$ cat config.mk
export PLATFORM = sky130hd
export DESIGN_NAME = shift_right_deserializer
export DESIGN_NICKNAME = d
export VERILOG_FILES = /design/src/rtl/shift_right_deserializer.sv
export SDC_FILE = /design/constraint.sdc
export NUM_CORES = 1
export LEC_CHECK = 0
export ABC_AREA = 1
export BUFFER_PORTS_ARGS = -buffer_cell sky130_fd_sc_hd__buf_2
export CORE_ASPECT_RATIO = 0.9
export CORE_UTILIZATION = 57
export CTS_BUF_LIST = sky130_fd_sc_hd__clkbuf_2 sky130_fd_sc_hd__clkbuf_4 sky130_fd_sc_hd__clkbuf_8
export DETAILED_ROUTE_END_ITERATION = 8
export PLACE_DENSITY = 0.8
export SYNTH_ARGS = -nofsm -noshare
export SYNTH_HDL_FRONTEND = slang
export SYNTH_SLANG_ARGS = --single-unit
$ cat constraint.sdc
create_clock -name clk -period 1.8 [get_ports clk]
set_clock_uncertainty 0.1 [all_clocks]
set_input_delay 0.36 -clock clk [delete_from_list [all_inputs] [get_ports clk]]
set_output_delay 0.36 -clock clk [all_outputs]
set_load 0.02 [all_outputs]
$ cat src/rtl/shift_right_deserializer.sv
// Serial-in, parallel-out receiver for an MSB-first stream: collects 2*DATA_WIDTH bits
// per word and presents each finished word through a valid/ready output register.
`ifndef DATA_WIDTH
`define DATA_WIDTH 8
`endif

module shift_right_deserializer #(
  parameter int DATA_WIDTH = `DATA_WIDTH,
  parameter int CNT_W      = $clog2(2*DATA_WIDTH)+1
) (
  input  logic                    clk,
  input  logic                    reset_n,
  input  logic                    clr,
  input  logic                    s_in,
  input  logic                    s_valid,
  input  logic                    q_ready,
  output logic [2*DATA_WIDTH-1:0] q_out,
  output logic                    q_valid,
  output logic                    busy,
  output logic [CNT_W-1:0]        bit_cnt,
  output logic                    overrun
);

  localparam int WW = 2*DATA_WIDTH;
  localparam logic [CNT_W-1:0] LAST_BIT = CNT_W'(WW-1);

  typedef enum logic {IDLE, RECV} state_t;

  state_t          state;
  // The word MSB would shift out on the completing edge, so only WW-1 bits are stored.
  logic [WW-2:0]   sr;
  logic [WW-1:0]   word;

  assign word = {sr, s_in};
  assign busy = (state == RECV);

  always_ff @(posedge clk or negedge reset_n) begin
    if (!reset_n) begin
      state   <= IDLE;
      sr      <= '0;
      bit_cnt <= '0;
      q_out   <= '0;
      q_valid <= 1'b0;
      overrun <= 1'b0;
    end else if (clr) begin
      state   <= IDLE;
      sr      <= '0;
      bit_cnt <= '0;
      q_valid <= 1'b0;
      overrun <= 1'b0;
    end else begin
      if (q_valid && q_ready)
        q_valid <= 1'b0;
      if (s_valid) begin
        sr <= (WW-1)'(word);
        if (bit_cnt == LAST_BIT) begin
          bit_cnt <= '0;
          state   <= IDLE;
          if (!q_valid || q_ready) begin
            q_out   <= word;
            q_valid <= 1'b1;
          end else begin
            overrun <= 1'b1;
          end
        end else begin
          bit_cnt <= bit_cnt + 1'b1;
          state   <= RECV;
        end
      end
    end
  end

endmodule

==> metrics.csv <==
metric;value;unit
fp.dieH;53.01;um
clock_path_buffers;2;
path_class;flip-flop to flip-flop;
yosysTopAreaCell;dfrtp_1;
dp_cells;231;
first_iter_violations;46;
dieWidth;58.68;um
remaining_drc_errors;0;
rsz0062_at_grt;no;
portBuffers;29;
avgSynthCellArea;9.927;um^2
ys_seq_area_share;59.23;%
hold_violations;0;
first_global_vias;1188;
grt_pass1_wl;5.112;mm
start_util;59.97;%
core_area;0.002748;mm^2
setup_tns;0;ns
ys_seq_elements;39;
antenna_cells;0;
cts_max_level;2;
wire_per_inst;12.61;um
period_share;87.97;%
place.gp.congestion;0.7931;
synth_fp_nets;173;
yosys-top-cells-area;dfrtp_1 (59%), nand2_1 (11%), nand4_1 (6.5%);
tritoncts;yes;
setup_viol;0;
fp-row-count;18;
fillers;228;
netlist_area;0.001648;mm^2
clock-sinks;39;
synth_cells;166;
grt-ovfl-total;0;
grt_usage;23.11;%
tightestPinTransition;0.4731;ns
routed_wl;3.027;mm
viasPerCell;5.250;
period_needed;1.583;ns
fmax;0.6315;GHz
crit_path_start_kind;flip-flop;
clock-root-buffer;clkbuf_4;
ant_nets;0;
instances_no_fill;240;
dpl.hpwl;2.076;mm
clock_latency;0.35;ns
grt_antenna_before_repair;0;
ys_types;23;
layout_commonest_cell;nand2_1;
synth_top_area_share;59.23;%
relSlewSlack;68.46;%
min_path_type;primary input to flip-flop;
drive_gt1_share;23.00;%
status;completed;
yosysWarnings;0;
grt_max_degree;40;
mostFrequentLayoutCells;nand2_1 (48), dfrtp_1 (39), buf_2 (29);
io_pins;30;
cts_setup_buffers;0;
drv_cap;0;
ir_drop;0.5179;mV
drv_slew;0;
fin_hold_ws;0.1542;ns
crit_path_end_kind;flip-flop;
crit_arrival;1.72;ns
dieArea;0.003110;mm^2
area_growth;13.97;%
worst_ep_required_time;1.94;ns
crit_fanout;16;
numCtsBuffers;5;
cts.reportedPaths.clkPinSlew;0.11;ns
vias;1260;
p_per_area;760.7;mW/mm^2
dr.pass1.iters;4;
nets;206;
leakage;1.004;nW
per-layer routing:
metal	GRT usage [%]	up-vias	part of all wire, %
met5	0	-	0
met4	9.127	0	1.5
met3	7.335	7	6.4
met2	39.85	37	49
met1	26.92	598	43
li1	-	618	-
synth_stat cells:
cell type,count
nor2_4,2
buf_4,1
xnor2_1,1
nor2_1,3
nand3_2,1
buf_6,3
ha_1,1
nand2_2,1
nor2_8,1
nor3_1,1
o21ai_0,3
o21bai_1,2
clkbuf_1,1
nand4_1,17
buf_2,2
nand3_1,3
nand3_4,1
inv_1,20
mux2i_1,1
nand2_1,48
o22ai_1,13
a21oi_1,1
dfrtp_1,39
logic make-up (layout without fill, tap and decap cells):
kind of cell               count (synthesis)  after routing  synth area share, %
and+or+nand+nor                           78             78                23.92
adders and majority gates                  1              1               0.7592
DFF                                       39             39                59.23
buffers and inverters                     27             61                7.896
muxes                                      1              1               0.6075
xor gates and xnor gates                   1              1               0.5316
AOI/OAI and AO/OA                         19             19                7.061
worst max-delay path, cell delays in order, from the launching register on:
cell	delay [ns]
dfrtp_1	0.42
ha_1	0.25
nand3_2	0.16
nor2_8	0.18
nand3_4	0.20
nand2_1	0.12
nand2_1	0.05
state kept, by name (all words and copies together), names as in the netlist:
name,flops
q_valid,1
sr,15
q_out,16
bit_cnt,5
overrun,1
busy,1
through the flow:
stage                     instance area (um^2)  worst slack (ns)  total power (W)  utilization, %
after floorplan                           1648            0.1823        0.0009542               -
after global placement                    1810            0.3064        0.0009890           65.89
after detailed placement                  1810            0.2280        0.0009921           65.89
after CTS                                 1878            0.2102         0.001441           68.35
after global routing                      1878           0.06727         0.001497           68.35
final                                     1878            0.2165         0.001429           68.35
area by class of cell:
cell class | instances | area (um^2) | area share [%]
flip-flops and latches | 39 | 975.9 | 51.97
well taps | 40 | 50.05 | 2.665
clock inverters | 1 | 5.005 | 0.2665
clock buffers | 7 | 52.55 | 2.798
repair buffers | 33 | 177.7 | 9.460
multi-input cells | 100 | 541.8 | 28.85
inverters | 20 | 75.07 | 3.997
worst paths after layout:
path / to / slack (ns) / cells past startpoint / startpoint
worst max-delay path: q_out[15]$_DFFE_PN0P_ / 0.22 / 6 / bit_cnt[0]$_DFFE_PN0P_
worst min-delay path: sr[0]$_DFFE_PN0P_ / 0.15 / 3 / s_in
worst max register to register: q_out[15]$_DFFE_PN0P_ / 0.22 / 6 / bit_cnt[0]$_DFFE_PN0P_
worst min register to register: q_out[8]$_DFFE_PN0P_ / 0.38 / 2 / q_out[8]$_DFFE_PN0P_
max in group asynchronous: bit_cnt[3]$_DFFE_PN0P_ / 0.79 / 3 / reset_n
min in group asynchronous: q_out[4]$_DFFE_PN0P_ / 0.48 / 3 / reset_n
power by group:
group	switching, W	leakage (nW)	total (W)	internal [W]
Sequential	0.00000741	0.541	0.000891	0.000884
Combinational	0.0000609	0.426	0.0000845	0.0000236
Clock	0.000271	0.0361	0.000453	0.000182
Total	0.000339	1.00	0.00143	0.00109
repair_timing:
action	CTS	global route
hold buffers	1	0
hold endpoints to repair	39	0
gates resized for setup	0	0
Note: power is estimated with default switching activity, not from simulation.
